**config.mk**
```make
export PLATFORM = sky130hd
export DESIGN_NAME = xup_serial_word_capture
export DESIGN_NICKNAME = d
export VERILOG_FILES = /design/src/rtl/xup_serial_word_capture.sv
export SDC_FILE = /design/constraint.sdc
export NUM_CORES = 1
export LEC_CHECK = 0
export ABC_AREA = 1
export CAP_MARGIN = 0
export CORE_MARGIN = 5
export CORE_UTILIZATION = 50
export CTS_BUF_LIST = sky130_fd_sc_hd__clkbuf_16
export DETAILED_ROUTE_END_ITERATION = 10
export HOLD_SLACK_MARGIN = 0.12
export PLACE_DENSITY = 0.78
export SKIP_CTS_REPAIR_TIMING = 1
export SLEW_MARGIN = 20
export SYNTH_ARGS = -nofsm -noshare
export SYNTH_HDL_FRONTEND = slang
export SYNTH_SLANG_ARGS = --single-unit
```
**constraint.sdc**
```tcl
create_clock -name clk -period 2.75 [get_ports clk]
set_input_delay 0.275 -clock clk [delete_from_list [all_inputs] [get_ports clk]]
set_output_delay 0.275 -clock clk [all_outputs]
set_load 0.03 [all_outputs]
```
**src/rtl/xup_serial_word_capture.sv**
```systemverilog
// xup_serial_word_capture: sequences an upstream shift register and reassembles its serial output into a word
module xup_serial_word_capture #(
  parameter int SIZE = 6
) (
  input  logic            clk,
  input  logic            rst_n,
  input  logic            start,
  input  logic            dir,
  input  logic            serial_in,
  output logic            sr_load,
  output logic            sr_en,
  output logic            sr_dir,
  output logic [SIZE-1:0] data_out,
  output logic            data_valid,
  input  logic            data_ready,
  output logic            busy,
  output logic            overrun,
  input  logic            clr_overrun
);
  localparam int CW = $clog2(SIZE);
  localparam logic [CW-1:0] LAST = CW'(SIZE - 1);
  typedef enum logic [1:0] {IDLE, LOAD, SHIFT, VALID} state_t;
  state_t state, state_nx;
  logic [CW-1:0] cnt;
  logic accept, reject;
  // state register
  always_ff @(posedge clk or negedge rst_n) begin
    if (!rst_n) state <= IDLE;
    else state <= state_nx;
  end
  // next state and start acceptance/rejection
  always_comb begin
    state_nx = state;
    accept = 1'b0;
    reject = 1'b0;
    case (state)
      IDLE: begin
        accept = start;
        state_nx = start ? LOAD : IDLE;
      end
      LOAD: begin
        reject = start;
        state_nx = SHIFT;
      end
      SHIFT: begin
        reject = start;
        state_nx = (cnt == LAST) ? VALID : SHIFT;
      end
      VALID: begin
        accept = start && data_ready;
        reject = start && !data_ready;
        state_nx = data_ready ? (start ? LOAD : IDLE) : VALID;
      end
    endcase
  end
  // registered outputs derived from the next state, plus sampling datapath
  always_ff @(posedge clk or negedge rst_n) begin
    if (!rst_n) begin
      sr_load <= 1'b0;
      sr_en <= 1'b0;
      sr_dir <= 1'b0;
      data_out <= '0;
      data_valid <= 1'b0;
      busy <= 1'b0;
      overrun <= 1'b0;
      cnt <= '0;
    end else begin
      sr_load <= state_nx == LOAD;
      sr_en <= state_nx == SHIFT;
      data_valid <= state_nx == VALID;
      busy <= state_nx != IDLE;
      if (accept) sr_dir <= dir;
      overrun <= reject ? 1'b1 : (clr_overrun ? 1'b0 : overrun);
      if (state == LOAD) cnt <= '0;
      else if (state == SHIFT && cnt != LAST) cnt <= cnt + 1'b1;
      if (state == SHIFT)
        data_out <= sr_dir ? {serial_in, data_out[SIZE-1:1]} : {data_out[SIZE-2:0], serial_in};
    end
  end
endmodule

```
==> results.tsv, run 1 <==
stage	metric	value	unit
outcome	status	completed	
final_layout	final instance area	1122	µm²
yosys	Synth async-reset ratio	100.0	%
routing	router iterations before antenna repair	4	
cts	Clock Path Buffers	2	
yosys	Synth area leaders	dfrtp_1 (50%), ha_1 (10%), nand2_1 (8.8%), nor2_1 (6.6%), o21ai_0 (6.5%)	
yosys	Yosys top cell area share	49.93	%
cts	clock buffer count from CTS	3	
routing	via count	729	
global_route	grt total ovfl	0	
routing	DR iter-0 viols	12	
worst_setup_path	arrival time worst endpoint	1.43	ns
final_layout	share of cells above drive strength 1	5.882	%
routing	number of vias per cell	5.360	
sta	setup clock skew after layout	0.005802	ns
floorplan	Die ar.	2630	µm²
sta	count of final setup violators	0	
sta	Slew headroom	49.25	%
routing	DR WL/cell	12.99	µm
final_layout	Area Growth Syn to Fin	31.72	%
cts	CTS H-Tree Depth	1	
global_route	largest net degree at the start of global routing	18	
worst_setup_path	Crit path max-delay family	buffers and inverters	
placed_design	I/O Buffers	18	
cts	insertion delay to the later sink of the worst-skew pair	0.25	ns
cts	CTS tree	done	
global_route	number of global-route vias before repair	714	
sta	Fin. Hold Viols	0	
worst_setup_path	CP Class	reg -> out	
floorplan	number of I/O pins	19	
sta	Fmax	585.8	MHz
yosys	most frequent cell after synthesis	nand2_1	
power	Pwr Density	1372	nW/µm²
worst_setup_path	R2R Path Start	state[0]	
worst_setup_path	slowest CP cell	clkdlybuf4s50_1	
routing	final WL	1767	µm
sta	RSZ-0062 raised after global routing	false	
global_route	Global Route Usage Sum	15.02	%
yosys	post-synth cell types	16	
yosys	synthesized flop and latch total	17	
placed_design	Placed Area	1042	µm²
floorplan	Die Ht	51.28	µm
sta	fin crit share	62.08	%
yosys	warnings from Yosys	0	
worst_setup_path	CP Cell Sequence	clkdlybuf4s50_1	
yosys	cell taking the most area after synthesis	dfrtp_1	
worst_setup_path	FF-to-FF End	cnt[1]	
cts	Worst-path clk slew	0.05	ns
placed_design	Cells after DPL	132	
global_route	first-pass GRT wire length	2939	µm
yosys	syn_nets	112	
run	MaxCap Viol Count	0	
final_layout	fin cells	136	
yosys	post-synthesis average cell area	8.695	µm²
yosys	synth cell count leaders	nand2_1 (20), dfrtp_1 (17), nor2_1 (15)	
routing	drt drc	0	
worst_setup_path	worst-case reg-to-reg path depth	7	
floorplan	core box area	1670	µm²
yosys	register area share after synthesis	49.93	%
placed_design	GP Congestion	0.7756	
yosys	Post-synth EDFFs	0	
final_layout	fin nets	134	
sta	Worst Tran Pin Value	0.7588	ns
placed_design	hpwl dp	1375	µm
sta	WHS	0.4748	ns
global_route	initial antenna violation count	0	
sta	Setup TNS Final	0	ns
final_layout	diode count	0	
sta	fin crit period	1.707	ns
power	Leak Pwr	0.5623	nW
cts	Clock Tree Root	clkbuf_16	
worst_setup_path	largest stage delay on the critical path	0.72	ns
worst_setup_path	r2r setup slk	1.23	ns
worst_setup_path	critical path buffer and inverter count	1	
hold_path	Hold WC Path Type	in -> async	
worst_setup_path	Worst Path Max Fanout	9	
floorplan	Rows	15	
yosys	Post-Syn Area	852.1	µm²
worst_setup_path	CP endpoint kind	output port	
sta	Final Max Tran Viols	0	
yosys	Synth Instances	98	
floorplan	die width	51.28	µm
worst_setup_path	crit start category	flop	
floorplan	Starting Density	51.01	%
power	Worst VDD drop	0.7878	mV
yosys	top_reg_cell synth	dfrtp_1	
cts	CTS Sinks	17	
worst_setup_path	Critical Path RT	2.48	ns
routing	ANT nets after route	0	
==> kinds of logic (layout without fill, tap and decap cells) <==
group / Yosys count / count (layout) / synth area share (%)
AO/OA/AOI/OAI: 20 / 20 / 13.66
buffers and inverters: 13 / 34 / 6.607
flip-flops: 17 / 17 / 49.93
adder cells (fa/ha/maj): 7 / 7 / 10.28
XOR/XNOR: 1 / 1 / 1.028
AND/OR/NAND/NOR: 40 / 40 / 18.50
==> flip-flops by register name, summed over array words and instances (netlist names) <==
register and cells:
sr_dir 1, sr_load 1, sr_en 1, busy 1
cnt 3, overrun 1, data_valid 1, state 2
data_out 6
==> metrics by stage <==
stage / util (%) / setup slack [ns] / power, mW
2_1_floorplan: - / 1.520 / 0.9865
3_3_place_gp: 62.40 / 1.339 / 1.220
3_5_place_dp: 62.40 / 1.234 / 1.257
4_1_cts: 67.19 / 1.041 / 1.548
5_1_grt: 67.19 / 0.9908 / 1.654
6_report: 67.19 / 1.043 / 1.539
==> metal layers <==
| metal | track usage, % | wire length, µm |
|---|---|---|
| met1 | 16.33 | 748 |
| met2 | 26.82 | 915 |
| met3 | 3.499 | 69 |
| met4 | 7.860 | 34 |
| met5 | 0 | 0 |
==> worst max-delay path by stage <==
stage	from	to	slack, ns	cells after the start
final	sr_dir	sr_dir	1.04	1
after global routing	sr_dir	sr_dir	0.99	1
after CTS	sr_dir	sr_dir	1.04	1
after detailed placement	state[0]	cnt[1]	1.23	7
after global placement	sr_dir	sr_dir	1.34	1
after floorplan	state[0]	cnt[0]	1.52	8
==> layout by cell type, fill, tap and decap left out, types with 2 or more instances in the layout <==
| cell type | count |
|---|---|
| nand3_1 | 4 |
| o22ai_1 | 2 |
| o21ai_0 | 11 |
| a21oi_1 | 4 |
| ha_1 | 7 |
| clkdlybuf4s50_1 | 18 |
| nand2_1 | 20 |
| nor2_1 | 15 |
| dfrtp_1 | 17 |
| inv_1 | 11 |
| clkbuf_16 | 3 |
==> area by class of cell <==
| cell class | instances | area, µm² |
|---|---|---|
| Sequential cell | 17 | 425.4 |
| Inverter | 12 | 45.04 |
| Fill cell | 141 | 548.0 |
| Tap cell | 17 | 21.27 |
| Clock buffer | 3 | 75.07 |
| Clock inverter | 1 | 5.005 |
| Multi-Input combinational cell | 68 | 370.4 |
| Timing Repair Buffer | 18 | 180.2 |
==> report_power, final <==
group / leakage, nW / switching (mW) / total, mW / internal, mW
registers: 0.212 / 0.107 / 0.476 / 0.369
logic: 0.309 / 0.475 / 0.777 / 0.301
clock network: 0.0409 / 0.0929 / 0.287 / 0.194
(Power assumes the default switching activity.)
==> run 2: changes to the inputs <==
CORE_UTILIZATION = 48   (was 50)
PLACE_DENSITY = 0.76   (was 0.78)
clock period = 1.6 ns   (was 2.75 ns; I/O delays follow)
==> results.tsv, run 2 (synthesis gave the netlist of run 1 again) <==
stage	metric	value	unit	change
worst_setup_path	CP Class	reg -> out		unchanged
worst_setup_path	r2r setup slk	0.15	ns	was 1.23 ns
cts	CTS Sinks	17		unchanged
placed_design	I/O Buffers	18		unchanged
sta	RSZ-0062 raised after global routing	false		unchanged
routing	number of vias per cell	4.931		was 5.360
cts	CTS tree	done		unchanged
worst_setup_path	crit start category	flop		unchanged
worst_setup_path	critical path buffer and inverter count	1		unchanged
worst_setup_path	Critical Path RT	1.44	ns	was 2.48 ns
power	P_int	1.483	mW	was 0.8646 mW
final_layout	biggest regs	data_out x6, cnt x3, state x2		unchanged
global_route	first-pass GRT wire length	2870	µm	was 2939 µm
power	Leak Pwr	0.5809	nW	was 0.5623 nW
global_route	number of global-route vias before repair	670		was 714
final_layout	commonest non-fill, non-tap cell in the layout	nand2_1		unchanged
floorplan	Die ar.	2718	µm²	was 2630 µm²
power	NetSw	1.124	mW	was 0.6749 mW
final_layout	most flop-heavy register	data_out		unchanged
sta	worst setup slack after layout	0.1151	ns	was 1.043 ns
routing	final WL	1638	µm	was 1767 µm
sta	fin crit share	92.80	%	
floorplan	core box area	1708	µm²	was 1670 µm²
worst_setup_path	worst-case reg-to-reg path depth	7		unchanged
sta	Worst Tran Pin Value	0.3155	ns	was 0.7588 ns
final_layout	# fillers	128		was 141
placed_design	pre-CTS WS	0.1651	ns	was 1.234 ns
global_route	initial antenna violation count	0		unchanged
worst_setup_path	slowest CP cell	clkdlybuf4s50_1		unchanged
sta	Fin. Hold Viols	0		unchanged
final_layout	commonest non-fill, non-tap cells in the layout	nand2_1 (20), dfrtp_1 (17), clkdlybuf4s50_1 (17), nor2_1 (15), inv_1 (12)		was nand2_1 (20), clkdlybuf4s50_1 (18), dfrtp_1 (17), nor2_1 (15)
global_route	Global Route Usage Sum	14.09	%	was 15.02%
worst_setup_path	CP Cell Sequence	clkdlybuf4s50_1		unchanged
cts	clock buffer count from CTS	3		unchanged
final_layout	Area Growth Syn to Fin	33.92	%	was 31.72%
final_layout	fin cells	145		was 136
worst_setup_path	R2R Path Start	state[0]		unchanged
worst_setup_path	Crit path max-delay family	buffers and inverters		unchanged
power	Pwr Density	2285	nW/µm²	was 1372 nW/µm²
floorplan	number of I/O pins	19		unchanged
placed_design	hpwl dp	1204	µm	was 1375 µm
floorplan	Rows	15		unchanged
sta	fin crit period	1.485	ns	
run	MaxCap Viol Count	0		unchanged
floorplan	Die Ht	52.13	µm	was 51.28 µm
worst_setup_path	Worst path depth	1		unchanged
routing	via count	715		was 729
global_route	largest net degree at the start of global routing	18		unchanged
cts	insertion delay to the later sink of the worst-skew pair	0.24	ns	was 0.25 ns
sta	count of final setup violators	0		unchanged
sta	Slew headroom	78.93	%	was 49.25%
final_layout	Largest register FFs	6		unchanged
sta	Setup TNS Final	0	ns	unchanged
sta	Fmax	673.5	MHz	
floorplan	die width	52.13	µm	was 51.28 µm
cts	CTS H-Tree Depth	1		unchanged
power	Clock power frac	18.6	%	was 18.7%
power	Final Power	2.607	mW	was 1.539 mW
placed_design	GP Congestion	0.7772		was 0.7756
worst_setup_path	FF-to-FF End	cnt[0]		was cnt[1]
routing	DR WL/cell	11.30	µm	was 12.99 µm
floorplan	Starting Density	49.89	%	was 51.01%
placed_design	Cells after DPL	141		was 132
worst_setup_path	largest stage delay on the critical path	0.69	ns	was 0.72 ns
final_layout	share of cells above drive strength 1	5.833	%	was 5.882%
cts	Clock Path Buffers	2		unchanged
routing	DR iter-0 viols	18		was 12
power	Comb pwr share	50.5	%	was 50.4%
sta	Final Max Tran Viols	0		unchanged
global_route	grt total ovfl	0		unchanged
worst_setup_path	arrival time worst endpoint	1.32	ns	was 1.43 ns
cts	Worst-path clk slew	0.05	ns	about the same
routing	router iterations before antenna repair	4		unchanged
worst_setup_path	Worst Path Max Fanout	4		was 9
routing	drt drc	0		unchanged
routing	ANT nets after route	0		unchanged
outcome	status	completed		unchanged
power	Sw Share	43.12	%	was 43.84%
sta	setup clock skew after layout	0.001378	ns	was 0.005802 ns
final_layout	Final Core Density	66.81	%	was 67.19%
cts	Clock Tree Root	clkbuf_16		unchanged
hold_path	Hold WC Path Type	in -> async		unchanged
worst_setup_path	CP endpoint kind	output port		unchanged
final_layout	fin nets	135		was 134
worst_setup_path	CP startpoint	data_out[1]		was sr_dir
final_layout	diode count	0		unchanged
power	Worst VDD drop	1.189	mV	was 0.7878 mV
power	Seq pwr share	30.9	%	about the same
==> run 2: worst max-delay path by stage <==
stage	endpoint
after floorplan	cnt[0]
after global placement	cnt[2]
after detailed placement	cnt[0]
after CTS	sr_dir
after global routing	cnt[0]
final	data_out[1]
==> run 2: layout make-up <==
class / instances / area [µm²] / share of cell area [%]
Clock buffer: 3 / 75.07 / 6.579
Clock inverter: 1 / 3.754 / 0.3289
Timing Repair Buffer: 19 / 190.2 / 16.67
Multi-Input combinational cell: 68 / 370.4 / 32.46
Tap cell: 25 / 31.28 / 2.741
Sequential cell: 17 / 425.4 / 37.28
Inverter: 12 / 45.04 / 3.947
==> run 2: power groups by stage <==
stage               clock (mW)  sequential [mW]  combinational [mW]
floorplan                    0             1.05               0.643
global placement             0            0.806                1.30
global route             0.515            0.833                1.46
finish                   0.484            0.806                1.32
detailed placement           0            0.809                1.32
CTS                      0.488            0.805                1.33
==> run 2: per-stage QoR <==
step / hold slack [ns] / area (µm²)
after global placement: 0.5013 / 1060
after floorplan: -0.1356 / 852.1
final: 0.2335 / 1141
after CTS: 0.2432 / 1139
after global routing: 0.2707 / 1141
after detailed placement: 0.4998 / 1060
==> run 2: metal layers <==
layer	track usage, %	routed length, µm	part of all wire, %
met1	18.73	738	45
met2	22.80	808	49
met3	3.438	84	5.1
met4	3.830	6	0.37
met5	0	0	0
